===== src/rtl/vtc_pkg.sv =====
`default_nettype none
// ============================================================================
// vtc_pkg : shared types for the vector test controller
// Rev 1.0
// ============================================================================
package vtc_pkg;

  typedef enum logic [2:0] {
    IDLE  = 3'd0,
    FETCH = 3'd1,
    LOAD  = 3'd2,
    WAIT  = 3'd3,
    CHECK = 3'd4,
    DONE  = 3'd5
  } state_t;

  function automatic int vec_width(input int nin, input int nout);
    return nin + nout;
  endfunction

endpackage
`default_nettype wire


===== src/rtl/vtc_result_tracker.sv =====
`default_nettype none
// ============================================================================
// vtc_result_tracker : per-run pass/fail statistics for the vector controller
// Rev 1.0
// ============================================================================
module vtc_result_tracker #(
  parameter int AW = 4
) (
  input  logic          clk,
  input  logic          rst,
  input  logic          clear_i,
  input  logic          check_en_i,
  input  logic          mismatch_i,
  input  logic [AW-1:0] idx_i,
  output logic [AW:0]   err_count_o,
  output logic [AW:0]   tested_count_o,
  output logic          fail_valid_o,
  output logic [AW-1:0] first_fail_idx_o
);

  logic [AW:0]   err_q;
  logic [AW:0]   tested_q;
  logic          fail_valid_q;
  logic [AW-1:0] first_fail_q;

  always_ff @(posedge clk or posedge rst) begin
    if (rst) begin
      err_q        <= '0;
      tested_q     <= '0;
      fail_valid_q <= 1'b0;
      first_fail_q <= '0;
    end else if (clear_i) begin
      err_q        <= '0;
      tested_q     <= '0;
      fail_valid_q <= 1'b0;
      first_fail_q <= '0;
    end else if (check_en_i) begin
      tested_q <= tested_q + 1'b1;
      if (mismatch_i) begin
        // Error count sticks at all-ones rather than wrapping to a false pass.
        if (err_q != '1) err_q <= err_q + 1'b1;
        if (!fail_valid_q) begin
          fail_valid_q <= 1'b1;
          first_fail_q <= idx_i;
        end
      end
    end
  end

  assign err_count_o      = err_q;
  assign tested_count_o   = tested_q;
  assign fail_valid_o     = fail_valid_q;
  assign first_fail_idx_o = first_fail_q;

endmodule
`default_nettype wire


===== src/rtl/vector_test_controller.sv =====
`default_nettype none
// ============================================================================
// vector_test_controller : fetches {inputs, expected} vectors, applies them,
// waits SETTLE cycles and checks the DUT response.  Rev 1.0
// ============================================================================
module vector_test_controller
  import vtc_pkg::*;
#(
  parameter int NIN          = 3,
  parameter int NOUT         = 1,
  parameter int DEPTH        = 16,
  parameter int AW           = $clog2(DEPTH),
  parameter int SETTLE       = 1,
  parameter bit STOP_ON_FAIL = 1'b0
) (
  input  logic                     clk,
  input  logic                     reset,
  input  logic                     start,
  input  logic [AW:0]              num_vectors,
  output logic [AW-1:0]            mem_addr,
  input  logic [NIN+NOUT-1:0]      mem_rdata,
  output logic [NIN-1:0]           dut_in,
  input  logic [NOUT-1:0]          dut_out,
  output logic                     busy,
  output logic                     done,
  output logic                     pass,
  output logic [AW:0]              err_count,
  output logic                     fail_valid,
  output logic [AW-1:0]            first_fail_idx,
  output logic [AW:0]              tested_count
);

  localparam int          VW      = vec_width(NIN, NOUT);
  localparam int          CW      = (SETTLE > 1) ? $clog2(SETTLE) : 1;
  localparam logic [AW:0] DEPTH_C = (AW+1)'(DEPTH);
  localparam logic [CW-1:0] SETTLE_LOAD = CW'(SETTLE - 1);

  state_t          state_q, state_d;
  logic [AW-1:0]   idx_q;
  logic [AW:0]     nv_q;
  logic [CW-1:0]   cnt_q;
  logic [AW-1:0]   mem_addr_q;
  logic [NIN-1:0]  dut_in_q;
  logic [NOUT-1:0] exp_q;

  logic            w_start_ok;
  logic [AW:0]     w_nv_clamp;
  logic            w_mismatch;
  logic            w_last;

  assign w_start_ok = start && (state_q == IDLE || state_q == DONE);
  assign w_nv_clamp = (num_vectors > DEPTH_C) ? DEPTH_C : num_vectors;
  // Case inequality so an X on the DUT output is reported as a failure.
  assign w_mismatch = (dut_out !== exp_q);
  assign w_last     = ({1'b0, idx_q} == (nv_q - 1'b1));

  always_ff @(posedge clk or posedge reset) begin
    if (reset) state_q <= IDLE;
    else       state_q <= state_d;
  end

  always_comb begin
    state_d = state_q;
    case (state_q)
      IDLE, DONE: if (start) state_d = (w_nv_clamp == '0) ? DONE : FETCH;
      FETCH:      state_d = LOAD;
      LOAD:       state_d = WAIT;
      WAIT:       if (cnt_q == '0) state_d = CHECK;
      CHECK:      state_d = ((w_mismatch && STOP_ON_FAIL) || w_last) ? DONE : FETCH;
      default:    state_d = IDLE;
    endcase
  end

  always_comb begin
    busy = (state_q == FETCH) || (state_q == LOAD) ||
           (state_q == WAIT)  || (state_q == CHECK);
    done = (state_q == DONE);
    pass = done && (err_count == '0);
  end

  // The address is presented on entry to FETCH so the synchronous memory
  // returns the vector in time for LOAD.
  always_ff @(posedge clk or posedge reset) begin
    if (reset) begin
      idx_q      <= '0;
      nv_q       <= '0;
      cnt_q      <= '0;
      mem_addr_q <= '0;
      dut_in_q   <= '0;
      exp_q      <= '0;
    end else begin
      case (state_q)
        IDLE, DONE: begin
          if (start) begin
            idx_q      <= '0;
            nv_q       <= w_nv_clamp;
            mem_addr_q <= '0;
          end
        end
        LOAD: begin
          dut_in_q <= mem_rdata[VW-1:NOUT];
          exp_q    <= mem_rdata[NOUT-1:0];
          cnt_q    <= SETTLE_LOAD;
        end
        WAIT: if (cnt_q != '0) cnt_q <= cnt_q - 1'b1;
        CHECK: begin
          if (state_d == FETCH) begin
            idx_q      <= idx_q + 1'b1;
            mem_addr_q <= idx_q + 1'b1;
          end
        end
        default: ;
      endcase
    end
  end

  assign mem_addr = mem_addr_q;
  assign dut_in   = dut_in_q;

  vtc_result_tracker #(
    .AW (AW)
  ) u_tracker (
    .clk              (clk),
    .rst              (reset),
    .clear_i          (w_start_ok),
    .check_en_i       (state_q == CHECK),
    .mismatch_i       (w_mismatch),
    .idx_i            (idx_q),
    .err_count_o      (err_count),
    .tested_count_o   (tested_count),
    .fail_valid_o     (fail_valid),
    .first_fail_idx_o (first_fail_idx)
  );

endmodule
`default_nettype wire


===== config.mk =====
export PLATFORM = sky130hd
export DESIGN_NAME = vector_test_controller
export DESIGN_NICKNAME = d
export VERILOG_FILES = /design/src/rtl/vtc_pkg.sv /design/src/rtl/vtc_result_tracker.sv /design/src/rtl/vector_test_controller.sv
export SDC_FILE = /design/constraint.sdc
export NUM_CORES = 1
export LEC_CHECK = 0
export ABC_AREA = 1
export CORE_UTILIZATION = 43
export CTS_CLUSTER_DIAMETER = 100
export DETAILED_ROUTE_END_ITERATION = 16
export MAX_ROUTING_LAYER = met4
export PLACE_DENSITY_LB_ADDON = 0.08
export SETUP_SLACK_MARGIN = 0.4
export SLEW_MARGIN = 10
export SYNTH_ARGS = -nofsm -noshare
export SYNTH_HDL_FRONTEND = slang
export SYNTH_SLANG_ARGS = --single-unit

===== constraint.sdc =====
create_clock -name clk -period 2.6 [get_ports clk]
set_input_delay 0.52 -clock clk [delete_from_list [all_inputs] [get_ports clk]]
set_output_delay 0.52 -clock clk [all_outputs]
set_load 0.02 [all_outputs]

==> results of run 1 <==
-- where the power goes --
part	leakage [uW]	total (uW)	internal, uW	switching (uW)
combinational	0.000613	1010	416	597
sequential	0.000409	749	619	130
clock	0.0000470	371	207	164
total	0.00107	2130	1240	891
-- timing repair --
action,CTS,global route
hold buffers,0,0
setup endpoints to repair,2,0
gates resized for setup,3,0
-- sequential cells by signal (all words and copies together), names as in the netlist --
name	flops
u_tracker.fail_valid_o	1
mem_addr	4
state_q	3
u_tracker.tested_count_o	5
dut_in	3
u_tracker.first_fail_idx_o	4
u_tracker.err_count_o	5
nv_q	5
exp_q	1
-- worst max-delay path: cells and delay by family, from the launching register on --
family,cells,cell delay (ns)
buffers and inverters,3,0.77
flip-flops,1,0.41
AND/OR/NAND/NOR,1,0.11
-- per-stage QoR --
step / instances / hold slack (ns) / power, uW / util / cell area [um2]
after floorplan: 205 / 0.472 / 1450 / - / 1690
after global placement: 290 / 0.484 / 1780 / 0.569 / 2120
after detailed placement: 290 / 0.487 / 1780 / 0.569 / 2120
final: 297 / 0.495 / 2130 / 0.594 / 2210
after CTS: 297 / 0.500 / 2160 / 0.594 / 2210
after global routing: 297 / 0.527 / 2330 / 0.594 / 2210
-- final timing paths --
path	end	slack, ns	start	cells past startpoint
min	u_tracker.first_fail_idx_o[0]$_DFFE_PP0P_	0.50	u_tracker.first_fail_idx_o[0]$_DFFE_PP0P_	2
min reg2reg	u_tracker.first_fail_idx_o[0]$_DFFE_PP0P_	0.50	u_tracker.first_fail_idx_o[0]$_DFFE_PP0P_	2
max reg2reg	mem_addr[0]$_DFFE_PP0P_	1.03	nv_q[0]$_DFFE_PP0P_	12
min in group asynchronous	exp_q$_DFFE_PP0N_	0.62	reset	3
max	done	0.51	state_q[1]$_DFF_PP0_	4
max in group asynchronous	dut_in[2]$_DFFE_PP0N_	1.69	reset	3
-- layout make-up --
type | count | area [um2] | area share
multi-input cells | 140 | 779 | 0.353
flip-flops and latches | 31 | 776 | 0.352
repair buffers | 39 | 383 | 0.174
inverters | 32 | 120 | 0.0545
clock buffers | 6 | 82.6 | 0.0374
well taps | 48 | 60.1 | 0.0272
clock inverters | 1 | 5.00 | 0.00227
-- metal layers --
layer	up-vias	track usage
li1	744	-
met1	643	0.265
met2	23	0.289
met3	2	0.0669
met4	0	0.0583
met5	-	-
-- synth_stat cells (2+ instances only) --
cell     number  share of area
o21ai_1       5          0.015
nand3_1      27          0.080
nor2_1       18          0.040
inv_2         4         0.0089
xnor2_1       2          0.010
inv_1        28          0.062
ha_1          6          0.044
nand2_2       5          0.019
nand2_1      40          0.089
a21oi_1       6          0.018
nand3_2       2          0.012
mux2_2        4          0.027
nand2_4       2          0.013
o21ai_0      11          0.033
xor2_1        3          0.016
dfrtp_1      31           0.46
nand4_1       2         0.0074
-- layout by cell type (no fill, tap or decap), types with 3 or more instances in the layout --
cell type,instances
nand3_1,26
clkbuf_8,6
nand3_2,3
ha_1,6
mux2_2,4
nand2_2,5
dfrtp_1,31
inv_2,4
a21oi_1,6
inv_1,28
nand2_1,40
o21ai_1,5
clkdlybuf4s50_1,35
xor2_1,3
nor2_1,18
o21ai_0,11
-- logic make-up after synthesis --
| logic type | Yosys count | synth area share |
|---|---|---|
| DFF | 31 | 0.459 |
| xor gates and xnor gates | 5 | 0.0259 |
| and+or+nand+nor | 102 | 0.291 |
| buffers and inverters | 34 | 0.0822 |
| AOI/OAI and AO/OA | 23 | 0.0704 |
| muxes | 4 | 0.0267 |
| adders and majority gates | 6 | 0.0444 |
==> summary.md, run 1 <==
| Metric | Value |
|---|---|
| Status | completed |
| Post-route ant nets | 0 |
| Leak Pwr | 0.00107 uW |
| Via count | 1412 |
| Worst-Skew Late Latency | 0.27 ns |
| GRT Util Overall | 0.200 |
| Max-slew violations | 0 |
| Nets@finish | 268 |
| Share of layout cells above drive strength 1 | 0.124 |
| Routed metal-1 wire length | ~1700 um |
| Predominant post-synthesis flop cell | dfrtp_1 |
| Synth Register Bits | 31 |
| CTS clk-pin slew, worst paths | 0.06 ns |
| Total Neg Setup Slack | 0 ns |
| Worst slack, placed | 0.515 ns |
| Crit Path Max Fanout | 4 |
| Class of the worst hold path | reg2reg |
| Fin crit period | 2.09 ns |
| Share of synthesized registers carrying an async set or reset | 1.00 |
| Fin. Hold Viols | 0 |
| First-pass GRT wire length | 6070 um |
| Synth cell types | 26 |
| Largest net degree at the start of global routing | 32 |
| Max-Cap Viols | 0 |
| DR WL met3 | 113 um |
| Die area | around 4200 um2 |
| Starting Density | 0.455 |
| Synthesized area per cell | 8.24 um2 |
| Die Ht | roughly 65 um |
| Post-Synthesis Cells | ~210 |
| Setup ws final | 0.509 ns |
| Drt wl/cell | approximately 11 um |
| DIE WIDTH | ~65 um |
| Initial drt markers | 77 |
| Met2 wire length | 1540 um |
| Vias in the first global route | about 1300 |
| Yosys Warn Count | 0 |
| Post-CTS setup buffers | 0 |
| Period utilisation layout | 0.804 |
| Port buffer count | 37 |
| Filler instances | ~380 |
| Setup crit end kind | primary output |
| Critical-path cell list | inv_2 -> nand3_2 -> inv_1 -> clkdlybuf4s50_1 |
| Clock root buffer | clkbuf_8 |
| RSZ-0062 raised after global routing | false |
| Startpoint Class | flop |
| Slowest CP cell | clkdlybuf4s50_1 |
| Worst-margin pin slew | 0.390 ns |
| Worst vdd ir | 530 uV |
| IO Count | 38 |
| Fmax | 478 MHz |
| Pwr per Cell Area | 967 nW/um2 |
| Clock Path Buffers | 2 |
| Cell area after synthesis | between 1500 and 2000 um2 |
| CP max stage delay | 0.59 ns |
| Post-Route WL | 3350 um |
| Post-synth EDFFs | 0 |
| Worst EP required | approximately 2.1 ns |
| CTS tree | yes |
| # setup viols final | 0 |
| DP Wirelength | 2510 um |
| Slew margin rel. | 0.740 |
| Worst endpoint data arrival time | ~1.6 ns |
| Final Skew | 0.00642 ns |
| Initial antenna violation count | 0 |
| Final Wtd Congestion | roughly 0.85 |
| Max layer used | met4 |
| Floorplan Core Area | 3720 um2 |
| Ant diodes | 0 |
| Net Count, Synth | 224 |
| Sequential area share after synthesis | 0.459 |
| Sink Count | 31 |
| Rows | 22 |
| GR Overflow Total | 0 |
| Crit path kind | reg2out |
| Via density | 4.75 |
| Layout area overhead | 30.6% |
| Pre-antenna DRT Iters | 4 |
| DRC Markers | 0 |
| CTS Buf Count | 5 |
| H-tree Lvls | 2 |
Power figures use the tool's default switching activity.
==> inputs of run 2 (changes only) <==
clock period = 2.1 ns   (was 2.6 ns; I/O delays follow)
==> summary.md, run 2 (same netlist as run 1, synthesis figures left out) <==
| Metric | Value |
|---|---|
| Status | completed (unchanged) |
| Port buffer count | 37 (unchanged) |
| RR Startpoint | u_tracker.err_count_o[1]$_DFFE_PP0P_ (was nv_q[0]$_DFFE_PP0P_) |
| Slowest CP cell | dfrtp_1 (was clkdlybuf4s50_1) |
| Filler instances | 345 (was 376) |
| CP max stage delay | 0.41 ns (was 0.59 ns) |
| Vias in the first global route | 1337 (was 1334) |
| Sink Count | 31 (unchanged) |
| Layout area overhead | 32.8% (was 30.6%) |
| Worst EP required | 1.68 ns (was 2.08 ns) |
| Via density | 4.90 (was 4.75) |
| Fin crit period | around 1.7 ns |
| Via count | 1479 (was 1412) |
| Crit path kind | reg2out (unchanged) |
| Fmax | 599 MHz |
| Worst endpoint data arrival time | 1.25 ns (was 1.57 ns) |
| Initial antenna violation count | 0 (unchanged) |
| Fin. Hold Viols | 0 (unchanged) |
| Comb pwr share | 0.476 (was 0.475) |
| CTS tree | yes (unchanged) |
| Ant diodes | 0 (unchanged) |
| Initial drt markers | 65 (was 77) |
| Setup crit end kind | primary output (unchanged) |
| Sw Share | 0.415 (was 0.418) |
| Sequential power share | 0.338 (was 0.351) |
| Setup ws final | 0.431 ns (was 0.509 ns) |
| H-tree Lvls | 2 (unchanged) |
| Post-Route WL | 3500 um (was 3350 um) |
| Nets@finish | 272 (was 268) |
| Class of the worst hold path | reg2reg (unchanged) |
| Post-route ant nets | 0 (unchanged) |
| Hold Path End | u_tracker.first_fail_idx_o[0]$_DFFE_PP0P_ (unchanged) |
| Period utilisation layout | 0.795 |
| Max-slew violations | 0 (unchanged) |
| Final Wtd Congestion | 0.908 (was 0.853) |
| Largest net degree at the start of global routing | 32 (unchanged) |
| Leak Pwr | 0.00117 uW (was 0.00107 uW) |
| Critical-path cell list | inv_2 -> ha_1 -> nand3_1 -> nor3_2 -> buf_4 (was inv_2 -> nand3_2 -> inv_1 -> clkdlybuf4s50_1) |
| Worst vdd ir | 576 uV (was 530 uV) |
| DP Wirelength | 2530 um (was 2510 um) |
| Share of layout cells above drive strength 1 | 0.169 (was 0.124) |
| Drt wl/cell | 11.6 um (was 11.3 um) |
| Worst-Skew Late Latency | 0.28 ns (was 0.27 ns) |
| CTS Buf Count | 5 (unchanged) |
| DIE WIDTH | 64.7 um (unchanged) |
| Slew margin rel. | 0.742 (was 0.740) |
| GR Overflow Total | 0 (unchanged) |
| Rows | 22 (unchanged) |
| CTS clk-pin slew, worst paths | 0.06 ns (about the same) |
| Pwr per Cell Area | 1210 nW/um2 (was 967 nW/um2) |
| GRT Util Overall | 0.200 (about the same) |
| Worst slack, placed | 0.231 ns (was 0.515 ns) |
| Die Ht | 64.7 um (unchanged) |
| RSZ-0062 raised after global routing | true (was false) |
| Total Neg Setup Slack | 0 ns (unchanged) |
| Clock root buffer | clkbuf_8 (unchanged) |
| Worst hold stages | 2 (unchanged) |
| Commonest non-fill, non-tap cell in the layout | nand2_1 (unchanged) |
| Crit Path Max Fanout | 4 (unchanged) |
| P_sw | 1130 uW (was 891 uW) |
| Worst-margin pin slew | 0.387 ns (was 0.390 ns) |
| Die area | 4180 um2 (unchanged) |
| Starting Density | 0.455 (unchanged) |
| Register-to-Register Path Depth | 10 (was 12) |
| Max-Cap Viols | 0 (unchanged) |
| Int Power | 1590 uW (was 1240 uW) |
| R2r setup slk | 0.51 ns (was 1.03 ns) |
| Clock group share of total power | 0.186 (was 0.174) |
| Clock Path Buffers | 2 (unchanged) |
| First-pass GRT wire length | 6090 um (was 6070 um) |
| FF-to-FF End | u_tracker.err_count_o[2]$_DFFE_PP0P_ (was mem_addr[0]$_DFFE_PP0P_) |
| Floorplan Core Area | 3720 um2 (unchanged) |
| Hold_sp | u_tracker.first_fail_idx_o[0]$_DFFE_PP0P_ (unchanged) |
| Startpoint Class | flop (unchanged) |
| Commonest non-fill, non-tap cells in the layout | nand2_1, dfrtp_1, nand3_1, inv_1, clkdlybuf4s50_1 (was nand2_1, clkdlybuf4s50_1, dfrtp_1, inv_1, nand3_1) |
| Final Skew | 0.00802 ns (was 0.00642 ns) |
| Pre-antenna DRT Iters | 4 (unchanged) |
| IO Count | 38 (unchanged) |
| DRC Markers | 0 (unchanged) |
| # setup viols final | 0 (unchanged) |
[run 2: metrics by stage]
| stage | std cells | cell area, um2 | total power (uW) | util | hold slack [ns] |
|---|---|---|---|---|---|
| CTS | 300 | 2220 | 2720 | 0.596 | 0.504 |
| floorplan | 205 | 1690 | 1790 | - | 0.472 |
| detailed placement | 291 | 2120 | 2230 | 0.571 | 0.489 |
| global route | 302 | 2240 | 2960 | 0.604 | 0.530 |
| global placement | 291 | 2120 | 2210 | 0.571 | 0.482 |
| finish | 302 | 2240 | 2720 | 0.604 | 0.500 |
[run 2: worst max-delay path by stage]
stage / startpoint / endpoint / slack (ns) / depth (start not counted)
final: u_tracker.err_count_o[0]$_DFFE_PP0P_ / pass / 0.43 / 5
after global placement: u_tracker.err_count_o[0]$_DFFE_PP0P_ / pass / 0.24 / 5
after floorplan: u_tracker.err_count_o[0]$_DFFE_PP0P_ / pass / 0.44 / 4
after CTS: u_tracker.err_count_o[0]$_DFFE_PP0P_ / pass / 0.37 / 5
after global routing: u_tracker.err_count_o[0]$_DFFE_PP0P_ / pass / 0.34 / 5
after detailed placement: u_tracker.err_count_o[0]$_DFFE_PP0P_ / pass / 0.23 / 5
[run 2: area by class of cell]
| cell class | instances | area, um2 | area share |
|---|---|---|---|
| sequential | 31 | 777 | 0.346 |
| timing repair buffer | 43 | 397 | 0.177 |
| clock buffer | 8 | 100 | 0.0446 |
| inverter | 32 | 120 | 0.0535 |
| multi-input combinational | 140 | 790 | 0.352 |
| tap | 48 | 60.1 | 0.0268 |
[run 2: worst max-delay path, delay by kind of cell, from the launching register on]
family	cells	cell delay, ns
DFF	1	0.41
adders and majority gates	1	0.14
buffers and inverters	2	0.24
and+or+nand+nor	2	0.19
[run 2: metal layers]
metal  track usage  up-vias  part of all wire
li1              -      750                 -
met1         0.260      691              0.49
met2         0.295       36              0.46
met3        0.0634        2             0.050
met4        0.0667        0            0.0060
met5             -        -                 0
[run 2: repair_timing]
action,CTS,global route
hold buffers,0,0
resized for setup,23,12
pin swaps,0,1
setup buffers,1,2
setup endpoints to repair,14,9
[run 2: power by group through the flow]
stage	registers (uW)	clock network [uW]	logic (uW)
floorplan	1010	0	781
finish	920	505	1290
global route	946	552	1460
global placement	929	0	1280
CTS	921	522	1280
detailed placement	934	0	1290
==> inputs of run 3 (changes only) <==
clock period = 1.7 ns   (was 2.1 ns; I/O delays follow)
==> summary.md, run 3 (same netlist as run 1, synthesis figures left out) <==
| Metric | Value |
|---|---|
| Via count | 1633 (was 1479) |
| CTS Buf Count | 5 (unchanged) |
| Leak Pwr | 0.00130 uW (was 0.00117 uW) |
| Post-Route WL | 4330 um (was 3500 um) |
| Ant diodes | 0 (unchanged) |
| Worst slack, placed | -0.0560 ns (was 0.231 ns) |
| # setup viols final | 0 (unchanged) |
| IO Count | 38 (unchanged) |
| RSZ-0062 raised after global routing | true (unchanged) |
| Crit path kind | reg2out (unchanged) |
| Floorplan Core Area | 3720 um2 (unchanged) |
| Worst vdd ir | 887 uV (was 576 uV) |
| Worst-Skew Late Latency | 0.29 ns (was 0.28 ns) |
| Period utilisation layout | 0.921 |
| Pwr per Cell Area | 1570 nW/um2 (was 1210 nW/um2) |
| Die Ht | 64.7 um (unchanged) |
| Post-route ant nets | 0 (unchanged) |
| First-pass GRT wire length | 7040 um (was 6090 um) |
| Fin. Hold Viols | 0 (unchanged) |
| Setup ws final | 0.134 ns (was 0.431 ns) |
| Clock Path Buffers | 2 (unchanged) |
| DP Wirelength | 2660 um (was 2530 um) |
| GR Overflow Total | 0 (unchanged) |
| Worst EP required | 1.36 ns (was 1.68 ns) |
| Port buffer count | 37 (unchanged) |
| Setup crit end kind | primary output (unchanged) |
| Class of the worst hold path | in2async (was reg2reg) |
| DRC Markers | 0 (unchanged) |
| Top Family by Delay on Critical Path | flip-flops (unchanged) |
| GRT Util Overall | 0.232 (was 0.200) |
| Commonest non-fill, non-tap cells in the layout | nand2_1, dfrtp_1, buf_4, inv_1, buf_6 (was nand2_1, dfrtp_1, nand3_1, inv_1, clkdlybuf4s50_1) |
| Max-slew violations | 0 (unchanged) |
| DIE WIDTH | 64.7 um (unchanged) |
| Worst endpoint data arrival time | 1.23 ns (was 1.25 ns) |
| Starting Density | 0.455 (unchanged) |
| Cell area after layout | 2690 um2 (was 2240 um2) |
| Fin crit period | 1.57 ns |
| Crit path buf inv count | 2 (unchanged) |
| Clock root buffer | clkbuf_8 (unchanged) |
| Startpoint Class | flop (unchanged) |
| H-tree Lvls | 2 (unchanged) |
| Layout area overhead | 59.1% (was 32.8%) |
| Crit Path Max Fanout | 2 (was 4) |
| Fmax | 639 MHz |
| Filler instances | 291 (was 345) |
| Nets@finish | 302 (was 272) |
| Via density | 4.92 (was 4.90) |
| Die area | 4180 um2 (unchanged) |
| Worst-margin pin slew | 0.404 ns (was 0.387 ns) |
| Commonest non-fill, non-tap cell in the layout | nand2_1 (unchanged) |
| Final Skew | 0.00841 ns (was 0.00802 ns) |
| Initial antenna violation count | 0 (unchanged) |
| Final Wtd Congestion | 0.808 (was 0.908) |
| Slew margin rel. | 0.730 (was 0.742) |
| Pre-antenna DRT Iters | 4 (unchanged) |
| Initial drt markers | 80 (was 65) |
| Fin util | 0.723 (was 0.604) |
| Vias in the first global route | 1559 (was 1337) |
| Rows | 22 (unchanged) |
| CP max stage delay | 0.42 ns (was 0.41 ns) |
| Critical-path cell list | inv_2 -> ha_4 -> nand3_4 -> nor3_4 -> buf_6 (was inv_2 -> ha_1 -> nand3_1 -> nor3_2 -> buf_4) |
| Placed Area | 2250 um2 (was 2120 um2) |
| Drt wl/cell | 13.0 um (was 11.6 um) |
| CTS clk-pin slew, worst paths | 0.07 ns (was 0.06 ns) |
| Slowest CP cell | dfrtp_2 (was dfrtp_1) |
| Sink Count | 31 (unchanged) |
| Status | completed (unchanged) |
| Largest net degree at the start of global routing | 32 (unchanged) |
| Max-Cap Viols | 0 (unchanged) |
| Share of layout cells above drive strength 1 | 0.489 (was 0.169) |
| CTS tree | yes (unchanged) |
run 3: cell count changes in the layout (fill, tap and decap cells not counted), moves of 6 or more:
cell / change
inv_1: -6
nand3_2: +10
nand3_1: -12
buf_6: +19
buf_4: +13
o21ai_0: -8
buf_2: +10
clkdlybuf4s50_1: -9
clkbuf_2: +8
nand2_1: -7
dlygate4sd2_1: -11
run 3: final cells by class:
| cell class | count | area, um2 | area share |
|---|---|---|---|
| multi-input cells | 141 | 1030 | 0.382 |
| flip-flops and latches | 31 | 783 | 0.291 |
| repair buffers | 72 | 602 | 0.224 |
| inverters | 32 | 135 | 0.0503 |
| clock buffers | 7 | 76.3 | 0.0284 |
| well taps | 48 | 60.1 | 0.0223 |
| clock inverters | 1 | 5.00 | 0.00186 |
run 3: final timing paths:
path	startpoint	to	slack [ns]	cells after the start
worst max-delay path	u_tracker.err_count_o[1]$_DFFE_PP0P_	pass	0.13	5
worst min-delay path	reset	u_tracker.err_count_o[2]$_DFFE_PP0P_	0.44	3
worst max register to register	state_q[1]$_DFF_PP0_	state_q[2]$_DFF_PP0_	0.15	10
worst min register to register	dut_in[2]$_DFFE_PP0N_	dut_in[2]$_DFFE_PP0N_	0.50	1
max in group asynchronous	reset	mem_addr[3]$_DFFE_PP0P_	0.94	3
min in group clk	dut_in[2]$_DFFE_PP0N_	dut_in[2]$_DFFE_PP0N_	0.50	1
run 3: metrics by stage:
step                      power, uW  instances  setup TNS [ns]  hold WS [ns]
after global routing           4500        332               0         0.489
after global placement         2900        300         -0.0449         0.481
after floorplan                2300        205               0         0.443
after detailed placement       2920        300         -0.0560         0.489
final                          4220        332               0         0.436
after CTS                      4030        327               0         0.443
run 3: power breakdown:
part,switching (uW),internal (uW)
registers,178,954
logic,1360,1170
clock network,271,287
total,1810,2410
run 3: routing by layer:
layer / part of all wire / vias to the layer above / track usage / wire [um]
met1: 0.43 / 766 / 0.284 / 1870
met5: 0 / - / - / 0
li1: - / 816 / - / -
met4: 0.018 / 0 / 0.100 / 79
met2: 0.50 / 42 / 0.370 / 2160
met3: 0.049 / 9 / 0.0528 / 211
run 3: timing repair:
item / in CTS / in global routing
setup endpoints to repair: 50 / 44
hold buffers: 0 / 0
buffers inserted: 18 / 5
pin swaps: 15 / 6
resized for setup: 141 / 37
gates cloned: 1 / 0
run 3: tightest hold or removal path, delay by kind of cell:
kind / cells / cell delay, ns
buffers and inverters: 3 / 0.80
